<file path="config.mk">
export PLATFORM = sky130hd
export DESIGN_NAME = rom_loader
export DESIGN_NICKNAME = d
export VERILOG_FILES = /design/src/rtl/rom_loader_pkg.sv /design/src/rtl/ext_page_decode.sv /design/src/rtl/rom_loader.sv
export SDC_FILE = /design/constraint.sdc
export NUM_CORES = 1
export LEC_CHECK = 0
export ABC_CLOCK_PERIOD_IN_PS = 12600
export BUFFER_PORTS_ARGS = -buffer_cell sky130_fd_sc_hd__buf_2
export CAP_MARGIN = 0
export CORE_ASPECT_RATIO = 0.75
export CORE_MARGIN = 2
export CORE_UTILIZATION = 41
export CTS_CLUSTER_SIZE = 20
export DETAILED_ROUTE_END_ITERATION = 10
export GPL_ROUTABILITY_DRIVEN = 0
export GPL_TIMING_DRIVEN = 0
export PLACE_DENSITY_LB_ADDON = 0.12
export SYNTH_ARGS = -nofsm -noshare
export SYNTH_HDL_FRONTEND = slang
export SYNTH_SLANG_ARGS = --single-unit
</file>
<file path="constraint.sdc">
create_clock -name clk_sys -period 12.6 [get_ports clk_sys]
set_input_delay 2.52 -clock clk_sys [delete_from_list [all_inputs] [get_ports clk_sys]]
set_output_delay 2.52 -clock clk_sys [all_outputs]
set_load 0.02 [all_outputs]
</file>
<file path="src/rtl/rom_loader_pkg.sv">
// Shared types and constants for the ROM loader: FSM states, fixed SDRAM
// page numbers and the ASCII hex-digit decoder used for extension parsing.
package rom_loader_pkg;

    typedef enum logic [1:0] {
        ST_IDLE,
        ST_ARM,
        ST_WRITE
    } state_t;

    // System ROM image pages (index 0), one per 16 KB block modulo 4
    localparam logic [8:0] PAGE_SYS0    = 9'h000;
    localparam logic [8:0] PAGE_SYS1    = 9'h100;
    localparam logic [8:0] PAGE_SYS2    = 9'h107;
    localparam logic [8:0] PAGE_SYS3    = 9'h1FF;
    // Expansion page used when the extension carries no hex digits
    localparam logic [8:0] PAGE_DEFAULT = 9'h1EE;

    localparam logic [7:0] CHAR_ZERO = 8'h30;
    localparam logic [7:0] CHAR_Z    = 8'h5A;

    // Returns {valid, nibble} for an uppercase ASCII hex digit
    function automatic logic [4:0] hex_decode(input logic [7:0] c);
        logic [4:0] r;
        r = '0;
        if (c >= 8'h30 && c <= 8'h39) begin
            r = {1'b1, c[3:0]};
        end else if (c >= 8'h41 && c <= 8'h46) begin
            r = {1'b1, c[3:0] + 4'd9};
        end
        return r;
    endfunction

endpackage

</file>
<file path="src/rtl/ext_page_decode.sv">
// Combinational decode of the two trailing extension characters into an
// expansion ROM page number and the combo-cartridge flag.
module ext_page_decode
    import rom_loader_pkg::*;
(
    input  logic [15:0] ext,
    output logic [8:0]  page,
    output logic        combo
);

    logic [4:0] hi_nib;
    logic [4:0] lo_nib;

    // "ZZ"/"Z0" are special; otherwise each hex digit overrides one nibble
    always_comb begin
        hi_nib = hex_decode(ext[15:8]);
        lo_nib = hex_decode(ext[7:0]);
        page   = PAGE_DEFAULT;
        combo  = 1'b0;
        if (ext == {CHAR_Z, CHAR_Z}) begin
            page = '0;
        end else if (ext == {CHAR_Z, CHAR_ZERO}) begin
            page  = '0;
            combo = 1'b1;
        end else begin
            if (hi_nib[4]) page[7:4] = hi_nib[3:0];
            if (lo_nib[4]) page[3:0] = lo_nib[3:0];
        end
    end

endmodule

</file>
<file path="src/rtl/rom_loader.sv">
// Streams HPS download bytes into SDRAM, pacing each write on the SDRAM
// reference strobe, and keeps a 256-entry map of pages holding expansion ROMs.
module rom_loader
    import rom_loader_pkg::*;
(
    input  logic        clk_sys,
    input  logic        reset,
    input  logic        ce_ref,
    input  logic        ioctl_download,
    input  logic        ioctl_wr,
    input  logic [24:0] ioctl_addr,
    input  logic [7:0]  ioctl_dout,
    input  logic [7:0]  ioctl_index,
    input  logic [15:0] ioctl_file_ext,
    output logic        ioctl_wait,
    output logic        boot_wr,
    output logic [22:0] boot_a,
    output logic [1:0]  boot_bank,
    output logic [7:0]  boot_dout,
    input  logic [7:0]  map_addr,
    output logic        rom_mapped
);

    state_t       state_q, state_d;
    logic         ioctl_wait_q, ioctl_wait_d;
    logic         boot_wr_q, boot_wr_d;
    logic [22:0]  boot_a_q, boot_a_d;
    logic [1:0]   boot_bank_q, boot_bank_d;
    logic [7:0]   boot_dout_q, boot_dout_d;
    logic [8:0]   page_q, page_d;
    logic         combo_q, combo_d;
    logic [255:0] map_q, map_d;
    logic         rom_mapped_q, rom_mapped_d;
    logic         dl_q, dl_d;

    logic [8:0]   ext_page;
    logic         ext_combo;

    logic [10:0]  blk;
    logic [8:0]   sys_page;
    logic         accept;
    logic [22:0]  wr_addr;
    logic [1:0]   wr_bank;
    logic         dual;

    ext_page_decode u_ext_page_decode (
        .ext   (ioctl_file_ext),
        .page  (ext_page),
        .combo (ext_combo)
    );

    // Target address/bank for the byte currently presented by the HPS
    always_comb begin
        blk      = ioctl_addr[24:14];
        sys_page = PAGE_SYS0;
        case (blk[1:0])
            2'd0:    sys_page = PAGE_SYS0;
            2'd1:    sys_page = PAGE_SYS1;
            2'd2:    sys_page = PAGE_SYS2;
            default: sys_page = PAGE_SYS3;
        endcase
        if (ioctl_index == 8'd0) begin
            accept  = (blk < 11'd8);
            wr_addr = {sys_page, ioctl_addr[13:0]};
            wr_bank = {1'b0, blk[2]};
        end else begin
            accept  = 1'b1;
            wr_addr = {page_q[8], page_q[7:0] + ioctl_addr[21:14], ioctl_addr[13:0]};
            wr_bank = {1'b0, &ioctl_index[7:6]};
        end
        dual = (ioctl_index[7:6] == 2'b01) || (ioctl_index[5:0] != 6'd0);
    end

    // Next-state logic: FSM, page tracking and ROM map updates
    always_comb begin
        state_d      = state_q;
        ioctl_wait_d = ioctl_wait_q;
        boot_wr_d    = boot_wr_q;
        boot_a_d     = boot_a_q;
        boot_bank_d  = boot_bank_q;
        boot_dout_d  = boot_dout_q;
        page_d       = page_q;
        combo_d      = combo_q;
        map_d        = map_q;
        dl_d         = ioctl_download;
        rom_mapped_d = map_q[map_addr];

        case (state_q)
            ST_IDLE: begin
                if (ioctl_wr && ioctl_download && accept) begin
                    boot_dout_d  = ioctl_dout;
                    boot_a_d     = wr_addr;
                    boot_bank_d  = wr_bank;
                    ioctl_wait_d = 1'b1;
                    state_d      = ST_ARM;
                end
            end
            ST_ARM: begin
                if (ce_ref) begin
                    boot_wr_d = 1'b1;
                    state_d   = ST_WRITE;
                end
            end
            ST_WRITE: begin
                if (ce_ref) begin
                    boot_wr_d = 1'b0;
                    if (dual && boot_bank_q == 2'd0) begin
                        boot_bank_d = 2'd1;
                        state_d     = ST_ARM;
                    end else begin
                        ioctl_wait_d = 1'b0;
                        state_d      = ST_IDLE;
                        if (boot_a_q[22]) map_d[boot_a_q[21:14]] = 1'b1;
                        // Combo carts: first 16 KB at page 0, remainder moves to 0x1FF
                        if (combo_q && boot_a_q[13:0] == 14'h3FFF) begin
                            page_d  = PAGE_SYS3;
                            combo_d = 1'b0;
                        end
                    end
                end
            end
            default: begin
                state_d = ST_IDLE;
            end
        endcase

        if (ioctl_download && !dl_q && ioctl_index != 8'd0) begin
            page_d  = ext_page;
            combo_d = ext_combo;
        end
    end

    // State registers with asynchronous reset
    always_ff @(posedge clk_sys or posedge reset) begin
        if (reset) begin
            state_q      <= ST_IDLE;
            ioctl_wait_q <= 1'b0;
            boot_wr_q    <= 1'b0;
            boot_a_q     <= '0;
            boot_bank_q  <= '0;
            boot_dout_q  <= '0;
            page_q       <= PAGE_DEFAULT;
            combo_q      <= 1'b0;
            map_q        <= '0;
            rom_mapped_q <= 1'b0;
            dl_q         <= 1'b0;
        end else begin
            state_q      <= state_d;
            ioctl_wait_q <= ioctl_wait_d;
            boot_wr_q    <= boot_wr_d;
            boot_a_q     <= boot_a_d;
            boot_bank_q  <= boot_bank_d;
            boot_dout_q  <= boot_dout_d;
            page_q       <= page_d;
            combo_q      <= combo_d;
            map_q        <= map_d;
            rom_mapped_q <= rom_mapped_d;
            dl_q         <= dl_d;
        end
    end

    assign ioctl_wait = ioctl_wait_q;
    assign boot_wr    = boot_wr_q;
    assign boot_a     = boot_a_q;
    assign boot_bank  = boot_bank_q;
    assign boot_dout  = boot_dout_q;
    assign rom_mapped = rom_mapped_q;

endmodule
</file>
## Word-level counts from Yosys, hierarchy flattened

Index checks and enable logic that the tools add are counted.

- Reduce and logical (&&, ||, !) cells: 32
- Bitwise gates (word level): 2
- Mux-type cells: 45
- Order comparisons: 12
- Eq/ne operators: 14
- Add/subtract/negate cells: 3

Operators by type and width:

| operator | number |
|---|---|
| $or A256 B256 Y256 | 1 |
| $mux W9 | 6 |
| $eq A16 B15 Y1 const B | 2 |
| $pmux W9 S3 | 1 |
| $mux W23 | 1 |
| $mux W5 | 4 |
| $lt A8 B9 Y1 const B | 2 |
| $mux W1 | 18 |
| $ge A8 B6 Y1 const B | 2 |
| $ge A8 B7 Y1 const B | 2 |
| $le A8 B6 Y1 const B | 2 |
| $le A8 B7 Y1 const B | 2 |
| $reduce_and A4 Y1 | 4 |
| $eq A14 B14 Y1 const B | 1 |
| $mux W2 | 6 |
| $logic_and A1 B1 Y1 | 11 |
| $lt A11 B4 Y1 const B | 1 |
| $ne A2 B2 Y1 const B | 5 |
| $reduce_bool A2 Y1 | 5 |
| $add A4 B4 Y4 const B | 2 |
| $add A8 B8 Y8 | 1 |
| $bmux W1 S8 | 1 |
| $demux W1 S8 | 1 |
| $ge A8 B1 Y1 const B | 1 |
| 17 further kinds | 26 |

- Logic and storage cells: 119
- Bits in registers: 305
- Input port bits: 70
- Output and inout bits: 36

## Depth between registers and ports, before layout

Gate-level depths: netlist of run 1.

- Word-level depth: 8
- Gate-level depth with buffers: 11
- Depth with buffers taken out: 10

## Cells and area by module

From an unflattened synthesis of run 1, not the netlist that was laid out.

- Cell total of the unflattened synthesis: 1069
- Area total of the unflattened synthesis: 13674.4 µm²

By module, submodules not included:

| module | area each (µm²) | cells each | instances | sequential area each (µm²) |
|---|---|---|---|---|
| rom_loader | 13249.0 | 1015 | 1 | 7616.1 |
| ext_page_decode | 425.4 | 54 | 1 | 0.0 |

## Worst setup path before layout of run 1

OpenSTA, ideal clock, no wires.

- Path kind: input -> register
- From: in map_addr[1]
- To: reg rom_mapped_q, in the netlist rom_mapped
- Slack: 8.060 ns
- Required time: 12.476 ns
- Buffers on the path: 4
- Stages on the path: 10
- Arrival: 4.416 ns
- Cells stage by stage: buf_4 buf_6 buf_2 buf_2 mux4_2 a22oi_2 nand4_1 a41oi_1 a21oi_1 a211o_1

- Longest elaborated chain between the ends: 2

RTL lines:

| element | line | source |
|---|---|---|
| start: declaration | rom_loader.sv:20 | `input logic [7:0] map_addr,` |
| $bmux W1 S8 | rom_loader.sv:86 | `rom_mapped_d = map_q[map_addr];` |
| $mux W1 (not written as such) | rom_loader.sv:86 |  |
| via rom_mapped_d | rom_loader.sv:33 | `logic rom_mapped_q, rom_mapped_d;` |
| end signal: assignment | rom_loader.sv:157 | `rom_mapped_q <= rom_mapped_d;` |
| end: declaration | rom_loader.sv:33 |  |

The timed path passes the listed nets, and every way through them passes these cells. The select of a mux whose other input is x is not followed.
A chain may end at the register's enable or synchronous reset.

## Worst setup path after layout of run 1

Same ends and word-level chain as after synthesis.

==> results of run 1 <==
## layout by cell type (no fill, tap or decap), types with 4 or more instances in the layout
| cell type | synthesis | layout |
|---|---|---|
| sky130_fd_sc_hd__o221ai_1 | 5 | 5 |
| sky130_fd_sc_hd__mux2_2 | 29 | 29 |
| sky130_fd_sc_hd__nor2_1 | 48 | 48 |
| sky130_fd_sc_hd__nand4_1 | 9 | 9 |
| sky130_fd_sc_hd__nor4_1 | 10 | 9 |
| sky130_fd_sc_hd__nand3b_1 | 4 | 4 |
| sky130_fd_sc_hd__nand2b_1 | 7 | 7 |
| sky130_fd_sc_hd__dfrtp_1 | 297 | 297 |
| sky130_fd_sc_hd__nor3b_1 | 5 | 5 |
| sky130_fd_sc_hd__clkbuf_1 | 29 | 37 |
| sky130_fd_sc_hd__inv_1 | 16 | 15 |
| sky130_fd_sc_hd__clkbuf_16 | 0 | 31 |
| sky130_fd_sc_hd__nor2b_1 | 9 | 9 |
| sky130_fd_sc_hd__o22ai_1 | 28 | 28 |
| sky130_fd_sc_hd__mux4_2 | 27 | 27 |
| sky130_fd_sc_hd__mux4_1 | 9 | 9 |
| sky130_fd_sc_hd__a21oi_1 | 24 | 24 |
| sky130_fd_sc_hd__o21bai_1 | 180 | 180 |
| sky130_fd_sc_hd__clkbuf_8 | 0 | 7 |
| sky130_fd_sc_hd__buf_2 | 21 | 121 |
| sky130_fd_sc_hd__ha_1 | 16 | 16 |
| sky130_fd_sc_hd__nand3_1 | 15 | 15 |
| sky130_fd_sc_hd__buf_4 | 6 | 7 |
| sky130_fd_sc_hd__or4_1 | 4 | 4 |
| sky130_fd_sc_hd__nand2_1 | 50 | 50 |
| sky130_fd_sc_hd__a21o_1 | 80 | 80 |
| sky130_fd_sc_hd__a22oi_1 | 6 | 6 |
| sky130_fd_sc_hd__nor3_1 | 15 | 15 |
| sky130_fd_sc_hd__or2_2 | 9 | 9 |
| sky130_fd_sc_hd__o21ai_0 | 22 | 22 |
| sky130_fd_sc_hd__bufinv_16 | 0 | 5 |
| sky130_fd_sc_hd__dfstp_2 | 7 | 7 |
| sky130_fd_sc_hd__mux2i_1 | 61 | 61 |
## through the flow
stage / total power, uW / instance area [um^2] / util (%) / hold WS [ps]
floorplan: 1450 / 13700 / - / 420
global placement: 1670 / 14700 / 45.2 / 430
detailed placement: 1680 / 14800 / 45.5 / 436
CTS: 2670 / 15900 / 48.8 / 450
global route: 2760 / 15900 / 48.8 / 463
finish: 2650 / 15900 / 48.8 / 445
## cells by family after synthesis
family	count (synthesis)
AOI/OAI and AO/OA	368
xor gates and xnor gates	4
adders and majority gates	17
buffers and inverters	80
DFF	304
muxes	126
other	1
and+or+nand+nor	199
## state kept, by name, indices dropped and copies added, names as in the netlist
| name | flops |
|---|---|
| map_q | 256 |
| boot_a | 23 |
| page_q | 9 |
| boot_dout | 8 |
| state_q | 2 |
| boot_bank | 1 |
| boot_wr | 1 |
| combo_q | 1 |
| dl_q | 1 |
| ioctl_wait | 1 |
| rom_mapped | 1 |
## layer usage
layer | up-vias | GRT usage, % | part of all wire, %
met5 | - | 0 | 0
met2 | 201 | 33.5 | 42
li1 | 4323 | - | -
met3 | 50 | 3.41 | 4.4
met4 | 0 | 4.36 | 1.8
met1 | 4945 | 37.2 | 52
## worst max-delay path: cells and delay by family
| kind | cells | cell delay [ps] |
|---|---|---|
| AOI/OAI and AO/OA | 2 | 400 |
| and+or+nand+nor | 4 | 990 |
| muxes | 1 | 250 |
| buffers and inverters | 4 | 1140 |
## final cells by class
cell class	count	area [um^2]	area share, %
Inverter	16	67.6	0.425
Clock inverter	10	180	1.13
Clock buffer	46	902	5.67
Tap cell	442	553	3.48
Multi-Input combinational cell	715	5690	35.8
Timing Repair Buffer	104	571	3.59
Sequential cell	304	7620	47.9
Buffer	64	329	2.07
## report_power, final
group	total, uW	internal (uW)	switching [uW]
sequential	1100	1050	48.0
combinational	560	165	395
clock	990	594	396
total	2650	1810	838
## final timing paths
kind	from	to	slack (ps)	cells past startpoint
min in group asynchronous	reset	boot_a[11]	2100	2
hold / removal	map_q[67]	map_q[67]	450	1
setup / recovery	map_addr[1]	rom_mapped	7720	11
hold reg to reg	map_q[67]	map_q[67]	450	1
max in group asynchronous	reset	page_q[1]	9110	4
setup reg to reg	boot_a[20]	map_q[78]	9720	5
==> metrics, run 1 <==
outcome=completed; largest net degree at the start of global routing=126; worst max-slew margin expressed relative to the limit=4.82%; sequential element share of the synthesized area=55.7%; total congestion overflow after global routing=0; Synth Instances=1,099; Power Dens Cells=167 mW/mm^2; Filler cells=2,974; Synth area leaders=sky130_fd_sc_hd__dfrtp_1 (54%), sky130_fd_sc_hd__o21bai_1 (9.9%), sky130_fd_sc_hd__mux2i_1 (4.5%); number of nets in the synthesized netlist=between 1,000 and 1,500; number of max-capacitance violations reported=0; Antenna Violating Nets Remaining=0; cts-stage hold buffer count=0; antenna diode count=0; library cell used as clock root buffer=sky130_fd_sc_hd__clkbuf_16; simple-gate share of the synthesized area=7.34%; Synth async-reset ratio=100%; post-synth top area cell=sky130_fd_sc_hd__dfrtp_1; master of the slowest instance on the critical path=sky130_fd_sc_hd__nor4_1; worst hold path type=register to register; clock latency reported for the late side of the worst-skew pair=580 ps; remaining routing DRC violations=0; CP cell instances=buf_4 -> buf_6 -> buf_2 -> buf_2 -> mux2i_1 -> o22ai_1 -> nor4_1 -> nor3_1 -> nor2_1 -> nor3_1 -> a211o_1; non-filler instance count after layout=1,701; # port buffers=100; smallest setup slack after layout=approximately 7700 ps; most instantiated flip-flop cell in the synthesis netlist=sky130_fd_sc_hd__dfrtp_1; endpoint kind of the worst setup timing path=register; final WL=39,600 um; main combinational cell family by area after synthesis=compound AO/OA/AOI/OAI gates; htree depth=1; number of I/O pins=106; number of antenna violations at the first check in global routing=0; first-pass GRT wire length=between 60,000 and 70,000 um; final slew viol count=0; Post-synth EDFFs=0; count of routing violations after the opening detailed-route iteration=829; number of rows created at floorplan=57; Crit path largest cell delay=roughly 630 ps; nets=1,323; fraction of synthesized area in multiplexers=13.0%; dpl hpwl=27,000 um; width of the die=215 um; leakage power=0.00785 uW; required time reported for the critical path endpoint=between 10,000 and 15,000 ps; portion of synthesized cell area occupied by the leading cell type=54.3%; mean instance size in the synthesized netlist=roughly 12 um^2; worst IR drop on VDD=between 0.0001 and 0.00015 V; compound-cell area share of the yosys netlist=19.3%; core footprint=0.0326 mm^2; via/cell ratio=5.60; count of final hold-check violations=0; CTS buffer count=31; clock-pin slew of the registers on the worst-case setup and hold paths=~60 ps; sum of negative setup slack=0 ps; total of endpoints with negative setup slack in the final report=0; sinks on the clock net=304; final critical-path share of the clock period=38.7%; number of flip-flops and latches in the synthesized netlist=304; ranking of synthesized cells by instance count=sky130_fd_sc_hd__dfrtp_1 (297), sky130_fd_sc_hd__o21bai_1 (180), sky130_fd_sc_hd__a21o_1 (80), sky130_fd_sc_hd__mux2i_1 (61), sky130_fd_sc_hd__nand2_1 (50); dpl cells=between 1,500 and 2,000; critical path startpoint category=input port; count of unique library cells instantiated by Yosys=63; maximum clock frequency=0.205 GHz; starting density of the core=42.0%; transition time of the tightest slew-check pin=between 1000 and 1500 ps; post-synthesis adder-cell area fraction=under 10%; routed via count=9,519; mean routed wirelength per cell=23.3 um; Syn-to-layout area delta=16.2%; overall die area=0.0349 mm^2; Pre-Repair DR Iteration Count=5; All-Layer GR Usage=23.3%; endpoint arrival time on the critical path=5330 ps; time the final worst path needs with I/O delays and setup=4880 ps; share of cells above drive strength 1=21.0%; unrepaired setup endpoints after global routing=false; vias in the first global route=9,665; number of post-CTS setup repair buffers=0; Max Fanout on Critical Path=10; setup slack after placement=7080 ps; cell with the most instances after synthesis=sky130_fd_sc_hd__dfrtp_1; worst clock skew on the final layout=18.2 ps; Gates resized, CTS repair=0; TritonCTS clock tree=done; vertical extent of the die=162 um; CP Class=input port to register; Post-Synthesis Cell Area=around 0.014 mm^2; xor and xnor area share after synthesis=0.256%; Max Root-Sink Buffers=3; Synthesis Warnings=0
Power figures use the tool's default switching activity.
==> run 2: changes to the inputs <==
- ABC_AREA: default -> 1
- ABC_CLOCK_PERIOD_IN_PS: 12600 -> 5000
- clock period: 12.6 -> 5 ns (I/O delays scaled with it)
==> run 2 against run 1 <==
  * Clock skew about the same
  * Die area increased by 3.5%
  * Combinational power increased to 2.6 times the previous value
==> metrics, run 2 <==
CP Class=input port to register (unchanged); post-synth top area cell=sky130_fd_sc_hd__dfrtp_1 (unchanged); number of flip-flops and latches in the synthesized netlist=304 (unchanged); number of nets in the synthesized netlist=1,651 (was 1,186); required time reported for the critical path endpoint=5460 ps (was 13,050 ps); worst max-slew margin expressed relative to the limit=36.7% (was 4.82%); reg-to-reg critical path startpoint=state_q[0] (was boot_a[20]); outcome=completed (unchanged); nets=1,795 (was 1,323); clock-pin slew of the registers on the worst-case setup and hold paths=60 ps (about the same); All-Layer GR Usage=27.6% (was 23.3%); cts-stage hold buffer count=0 (unchanged); worst reg2reg setup slack=2980 ps (was 9720 ps); endpoint kind of the worst setup timing path=register (unchanged); critical path startpoint category=input port (unchanged); portion of synthesized cell area occupied by the leading cell type=52.4% (was 54.3%); count of unique library cells instantiated by Yosys=40 (was 63); core footprint=0.0338 mm^2 (was 0.0326 mm^2); ranking of synthesized cells by instance count=sky130_fd_sc_hd__nand2_1 (420), sky130_fd_sc_hd__dfrtp_1 (297), sky130_fd_sc_hd__nand3_1 (260), sky130_fd_sc_hd__o21bai_1 (247), sky130_fd_sc_hd__inv_1 (66) (was sky130_fd_sc_hd__dfrtp_1 (297), sky130_fd_sc_hd__o21bai_1 (180), sky130_fd_sc_hd__a21o_1 (80), sky130_fd_sc_hd__mux2i_1 (61), sky130_fd_sc_hd__nand2_1 (50)); Synth Instances=1,564 (was 1,099); maximum clock frequency=0.386 GHz; most frequent cells in the layout=sky130_fd_sc_hd__nand2_1 (420), sky130_fd_sc_hd__dfrtp_1 (297), sky130_fd_sc_hd__nand3_1 (260), sky130_fd_sc_hd__o21bai_1 (247), sky130_fd_sc_hd__buf_2 (134) (was sky130_fd_sc_hd__dfrtp_1 (297), sky130_fd_sc_hd__o21bai_1 (180), sky130_fd_sc_hd__buf_2 (121), sky130_fd_sc_hd__a21o_1 (80), sky130_fd_sc_hd__mux2i_1 (61)); number of post-CTS setup repair buffers=0 (unchanged); Hold Crit Endpoint=map_q[128] (was map_q[67]); Antenna Violating Nets Remaining=0 (unchanged); most instantiated flip-flop cell in the synthesis netlist=sky130_fd_sc_hd__dfrtp_1 (unchanged); Power Total=6630 uW (was 2650 uW); Max Fanout on Critical Path=10 (unchanged); mean routed wirelength per cell=22.0 um (was 23.3 um); dpl hpwl=33,300 um (was 27,000 um); Cells on Worst Hold Path=2 (was 1); number of I/O pins=106 (unchanged); final critical-path share of the clock period=51.8%; clock latency reported for the late side of the worst-skew pair=530 ps (was 580 ps); total congestion overflow after global routing=0 (unchanged); leakage power=0.00787 uW (was 0.00785 uW); vias in the first global route=12,006 (was 9,665); flip-flop count of the largest register, all copies and words added=256 (unchanged); Gates resized, CTS repair=0 (unchanged); width of the die=219 um (was 215 um); Finished Cell Area=0.0164 mm^2 (was 0.0159 mm^2); Filler cells=3,298 (was 2,974); number of rows created at floorplan=58 (was 57); R2R depth=8 (was 5); final slew viol count=0 (unchanged); sequential element share of the synthesized area=53.7% (was 55.7%); final WL=47,800 um (was 39,600 um); register ranked first by flip-flop count=map_q (unchanged); first-pass GRT wire length=74,200 um (was 61,500 um); CTS buffer count=34 (was 31); capture instance of the worst register-to-register path=map_q[243] (was map_q[78]); worst clock skew on the final layout=18.7 ps (was 18.2 ps); share of cells above drive strength 1=14.7% (was 21.0%); most common library cell in the layout ignoring fill and taps=sky130_fd_sc_hd__nand2_1 (was sky130_fd_sc_hd__dfrtp_1); Post-Synthesis Cell Area=0.0142 mm^2 (was 0.0137 mm^2); htree depth=2 (was 1); number of antenna violations at the first check in global routing=0 (unchanged); endpoint arrival time on the critical path=3050 ps (was 5330 ps); Post-synth EDFFs=0 (unchanged); remaining routing DRC violations=0 (unchanged); starting density of the core=41.9% (was 42.0%); total of endpoints with negative setup slack in the final report=0 (unchanged); transition time of the tightest slew-check pin=950 ps (was 1420 ps); library cell used as clock root buffer=sky130_fd_sc_hd__clkbuf_16 (unchanged); Synth async-reset ratio=100% (unchanged); Post-Place Cell Area=0.0154 mm^2 (was 0.0148 mm^2); worst IR drop on VDD=0.000249 V (was 0.000108 V); routed via count=12,050 (was 9,519); Synth area leaders=sky130_fd_sc_hd__dfrtp_1 (52%), sky130_fd_sc_hd__o21bai_1 (13%), sky130_fd_sc_hd__nand2_1 (11%) (was sky130_fd_sc_hd__dfrtp_1 (54%), sky130_fd_sc_hd__o21bai_1 (9.9%), sky130_fd_sc_hd__mux2i_1 (4.5%)); Syn-to-layout area delta=15.9% (was 16.2%); number of max-capacitance violations reported=0 (unchanged); antenna diode count=0 (unchanged); overall die area=0.0361 mm^2 (was 0.0349 mm^2); sinks on the clock net=304 (unchanged); largest net degree at the start of global routing=41 (was 126); launch instance of the worst min-delay path=map_q[128] (was map_q[67]); vertical extent of the die=165 um (was 162 um); Max Root-Sink Buffers=3 (unchanged); count of routing violations after the opening detailed-route iteration=1,210 (was 829); # port buffers=100 (unchanged); Pre-Repair DR Iteration Count=5 (unchanged); Power Dens Cells=404 mW/mm^2 (was 167 mW/mm^2); TritonCTS clock tree=done (unchanged); cell with the most instances after synthesis=sky130_fd_sc_hd__nand2_1 (was sky130_fd_sc_hd__dfrtp_1); via/cell ratio=5.54 (was 5.60); count of final hold-check violations=0 (unchanged); worst hold path type=register to register (unchanged); mean instance size in the synthesized netlist=9.06 um^2 (was 12.5 um^2); unrepaired setup endpoints after global routing=false (unchanged); Synthesis Warnings=0 (unchanged); time the final worst path needs with I/O delays and setup=2590 ps
==> run 2: layer usage <==
| metal | wire [um] | vias to the layer above | GRT usage, % |
|---|---|---|---|
| li1 | - | 5524 | - |
| met1 | 22900 | 5951 | 41.3 |
| met2 | 19300 | 486 | 38.7 |
| met3 | 4420 | 89 | 7.73 |
| met4 | 1160 | 0 | 7.56 |
| met5 | 0 | - | 0 |
==> run 2: through the flow <==
step | std cells | util (%) | setup slack, ps | setup TNS (ps) | hold WS, ps
final | 2174 | 48.6 | 2410 | 0 | 459
after CTS | 2174 | 48.6 | 2530 | 0 | 455
after floorplan | 1564 | - | -37.3 | -11070 | 424
after detailed placement | 2122 | 45.5 | 1860 | 0 | 442
after global routing | 2174 | 48.6 | 2290 | 0 | 478
after global placement | 2114 | 45.1 | -2130 | -623110 | 439
==> run 2: kinds of logic after synthesis <==
group | count (synthesis) | share of synthesized area [%]
simple gates | 767 | 23.7
compound gates | 309 | 15.7
flops | 304 | 53.7
buf+inv | 161 | 4.92
fa+ha+maj | 17 | 1.55
xor+xnor | 5 | 0.309
other cells | 1 | 0.0265
==> run 2: worst max-delay path by stage <==
stage,start,end,slack (ps),cells past startpoint
5_1_grt,map_addr[1],rom_mapped,2290,12
3_3_place_gp,reset,map_q[125],-2130,2
3_5_place_dp,map_addr[2],rom_mapped,1860,11
4_1_cts,map_addr[2],rom_mapped,2530,11
2_1_floorplan,reset,boot_a[0],-40,1
6_report,map_addr[2],rom_mapped,2410,11
==> run 2: power breakdown <==
group | switching, uW | leakage, uW | total [uW] | internal, uW
clock | 1030 | 0.000506 | 2410 | 1380
sequential | 137 | 0.00414 | 2780 | 2640
combinational | 1080 | 0.00323 | 1450 | 365
total | 2240 | 0.00787 | 6630 | 4390
==> run 2: layout make-up <==
type / instances / area, um^2 / share of cell area, %
plain buffers: 77 / 380 / 2.32
clock buffers: 45 / 953 / 5.81
clock inverters: 7 / 67.6 / 0.411
inverters: 84 / 320 / 1.95
multi-input cells: 1099 / 5860 / 35.7
flip-flops and latches: 304 / 7620 / 46.4
well taps: 450 / 563 / 3.43
repair buffers: 108 / 661 / 4.02
==> run 2: worst max-delay path, stage by stage <==
cell                       delay [ps]
sky130_fd_sc_hd__clkbuf_1         200
sky130_fd_sc_hd__inv_1            190
sky130_fd_sc_hd__clkbuf_1         730
sky130_fd_sc_hd__nand3_1          180
sky130_fd_sc_hd__nand3_1          180
sky130_fd_sc_hd__nand3_1          160
sky130_fd_sc_hd__nand2_1          120
sky130_fd_sc_hd__nand2_1           50
sky130_fd_sc_hd__nand3_1           60
sky130_fd_sc_hd__nand3_1           80
sky130_fd_sc_hd__nand2_1           90
==> run 3: changes to the inputs <==
- ABC_AREA: 1 -> 0
- ABC_CLOCK_PERIOD_IN_PS: 5000 -> 2300
- clock period: 5 -> 2.3 ns (I/O delays scaled with it)
==> run 3 against run 2 <==
  * Total power grew 130%
  * Register-to-register slack lost 2900 ps
  * Global-route usage shrank 4.2 points
  * Clock skew grew 5.4 ps
  * Clock power grew 150%
  * Critical path type is now register to register
==> metrics, run 3 (synthesis gave the netlist of run 1 again) <==
dpl hpwl=27,400 um (was 33,300 um); worst clock skew on the final layout=24.1 ps (was 18.7 ps); unrepaired setup endpoints after global routing=true (was false); maximum clock frequency=0.447 GHz; # port buffers=100 (unchanged); Hold Crit Endpoint=dl_q (was map_q[128]); flip-flop count of the largest register, all copies and words added=256 (unchanged); most common library cell in the layout ignoring fill and taps=sky130_fd_sc_hd__dfrtp_1 (was sky130_fd_sc_hd__nand2_1); fraction of power spent switching nets=31.0% (was 33.8%); number of antenna violations at the first check in global routing=0 (unchanged); R2R depth=5 (was 8); launch instance of the worst min-delay path=ioctl_download (was map_q[128]); core footprint=0.0326 mm^2 (was 0.0338 mm^2); nets=1,333 (was 1,795); leakage power=0.00806 uW (was 0.00787 uW); TritonCTS clock tree=done (unchanged); total congestion overflow after global routing=0 (unchanged); total of endpoints with negative setup slack in the final report=0 (unchanged); Power Dens Cells=923 mW/mm^2 (was 404 mW/mm^2); Post-Place Cell Area=0.0150 mm^2 (was 0.0154 mm^2); internal power=10,500 uW (was 4390 uW); vertical extent of the die=162 um (was 165 um); library cell used as clock root buffer=sky130_fd_sc_hd__clkbuf_16 (unchanged); sinks on the clock net=304 (unchanged); sum of negative setup slack=0 ps (unchanged); final slew viol count=0 (unchanged); endpoint kind of the worst setup timing path=register (unchanged); CTS buffer count=34 (unchanged); worst IR drop on VDD=0.000576 V (was 0.000249 V); dpl cells=1,650 (was 2,122); most frequent cells in the layout=sky130_fd_sc_hd__dfrtp_1 (293), sky130_fd_sc_hd__o21bai_1 (180), sky130_fd_sc_hd__buf_2 (113), sky130_fd_sc_hd__a21o_1 (80), sky130_fd_sc_hd__mux2i_1 (59) (was sky130_fd_sc_hd__nand2_1 (420), sky130_fd_sc_hd__dfrtp_1 (297), sky130_fd_sc_hd__nand3_1 (260), sky130_fd_sc_hd__o21bai_1 (247), sky130_fd_sc_hd__buf_2 (134)); antenna diode count=0 (unchanged); final critical-path share of the clock period=97.3%; clock latency reported for the late side of the worst-skew pair=540 ps (was 530 ps); non-filler instance count after layout=1,711 (was 2,174); width of the die=215 um (was 219 um); worst reg2reg setup slack=60 ps (was 2980 ps); switching power summed over all nets=4710 uW (was 2240 uW); Reg power frac=40.8% (was 41.9%); worst hold path type=input port to register (was register to register); time the final worst path needs with I/O delays and setup=2240 ps; htree depth=2 (unchanged); routed via count=9,664 (was 12,050); share of the core filled with cells=50.4% (was 48.6%); endpoint arrival time on the critical path=2680 ps (was 3050 ps); Antenna Violating Nets Remaining=0 (unchanged); via/cell ratio=5.65 (was 5.54); CP Class=register to register (was input port to register); worst setup path start=boot_a[15] (was map_addr[2]); largest net degree at the start of global routing=44 (was 41); Combinational Power Share=20.2% (was 21.8%); Syn-to-layout area delta=20.1% (was 15.9%); required time reported for the critical path endpoint=2740 ps (was 5460 ps); overall die area=0.0349 mm^2 (was 0.0361 mm^2); Cells on Worst Hold Path=1 (was 2); count of final hold-check violations=0 (unchanged); share of cells above drive strength 1=25.7% (was 14.7%); starting density of the core=42.0% (was 41.9%); Finished Cell Area=0.0164 mm^2 (about the same); outcome=completed (unchanged); Filler cells=2,904 (was 3,298); number of max-capacitance violations reported=0 (unchanged); vias in the first global route=9,674 (was 12,006); Max Fanout on Critical Path=10 (unchanged); number of I/O pins=106 (unchanged); clock-pin slew of the registers on the worst-case setup and hold paths=60 ps (about the same); capture instance of the worst register-to-register path=map_q[58] (was map_q[243]); register ranked first by flip-flop count=map_q (unchanged); reg-to-reg critical path startpoint=boot_a[15] (was state_q[0]); Clock power frac=39.0% (was 36.3%); Max Root-Sink Buffers=3 (unchanged); critical path startpoint category=register (was input port); Pre-Repair DR Iteration Count=5 (unchanged); remaining routing DRC violations=0 (unchanged); transition time of the tightest slew-check pin=1040 ps (was 950 ps); All-Layer GR Usage=23.3% (was 27.6%); worst max-slew margin expressed relative to the limit=30.6% (was 36.7%); final WL=39,600 um (was 47,800 um); count of routing violations after the opening detailed-route iteration=875 (was 1,210); number of rows created at floorplan=57 (was 58); mean routed wirelength per cell=23.1 um (was 22.0 um); first-pass GRT wire length=61,300 um (was 74,200 um)
==> run 3: changes by cell type in the layout (fill, tap and decap cells not counted), moves of 12 or more <==
cell and change:
sky130_fd_sc_hd__nand2_1 -371, sky130_fd_sc_hd__nand3_1 -248, sky130_fd_sc_hd__a21o_1 +80, sky130_fd_sc_hd__o21bai_1 -67, sky130_fd_sc_hd__mux2i_1 +59, sky130_fd_sc_hd__inv_1 -50, sky130_fd_sc_hd__mux2_2 +28, sky130_fd_sc_hd__mux4_2 +28
sky130_fd_sc_hd__o22ai_1 +28, sky130_fd_sc_hd__buf_2 -21, sky130_fd_sc_hd__inv_2 -17, sky130_fd_sc_hd__clkbuf_2 +12
==> run 3: how the worst max path moves through the flow <==
stage	slack, ps	endpoint
after global placement	-4160	map_q[33]
after floorplan	-2200	boot_a[0]
after CTS	0.06	rom_mapped
final	60	map_q[58]
after global routing	-30	map_q[217]
after detailed placement	-790	rom_mapped
==> run 3: area by class of cell <==
| type | count | area (um^2) | share of cell area, % |
|---|---|---|---|
| multi-input cells | 715 | 5860 | 35.6 |
| clock inverters | 7 | 164 | 0.997 |
| flip-flops and latches | 304 | 7620 | 46.4 |
| clock buffers | 52 | 1050 | 6.40 |
| well taps | 442 | 553 | 3.36 |
| inverters | 16 | 63.8 | 0.388 |
| repair buffers | 116 | 728 | 4.43 |
| plain buffers | 59 | 399 | 2.43 |
==> run 3: timing repair <==
action | 4_1_cts | 5_1_grt
resized for setup | 29 | 47
pin swaps | 1 | 10
setup endpoints to repair | 208 | 223
hold buffers | 0 | 0
buffers inserted | 5 | 2
==> run 3: critical path, stage by stage, from the launching register on <==
cell	delay [ps]
sky130_fd_sc_hd__dfrtp_1	370
sky130_fd_sc_hd__clkbuf_1	350
sky130_fd_sc_hd__nor2b_1	450
sky130_fd_sc_hd__nand2_1	370
sky130_fd_sc_hd__clkbuf_2	390
sky130_fd_sc_hd__o21bai_1	230
==> run 3: power groups by stage <==
stage          registers [uW]  clock network [uW]  logic [uW]
2_1_floorplan            6460                   0        1490
3_3_place_gp             6130                   0        3020
3_5_place_dp             6130                   0        3080
4_1_cts                  6150                6030        3040
5_1_grt                  6250                6250        3280
6_report                 6200                5920        3060
==> run 3: through the flow <==
stage          total power [uW]  worst slack (ps)  hold slack [ps]
6_report                  15200              61.5             88.4
5_1_grt                   15800             -29.8             86.1
4_1_cts                   15200            0.0584             74.0
3_5_place_dp               9210              -786              437
3_3_place_gp               9140             -4160              430
2_1_floorplan              7950             -2200              420
==> run 3: metal layers <==
layer  global-route usage (%)  share of wire (%)  vias to the layer above
met5                        0                  0                        -
met4                     4.99                1.5                        0
met3                     4.96                5.6                       51
met2                     33.3                 42                      233
met1                     36.4                 51                     5027
li1                         -                  -                     4353
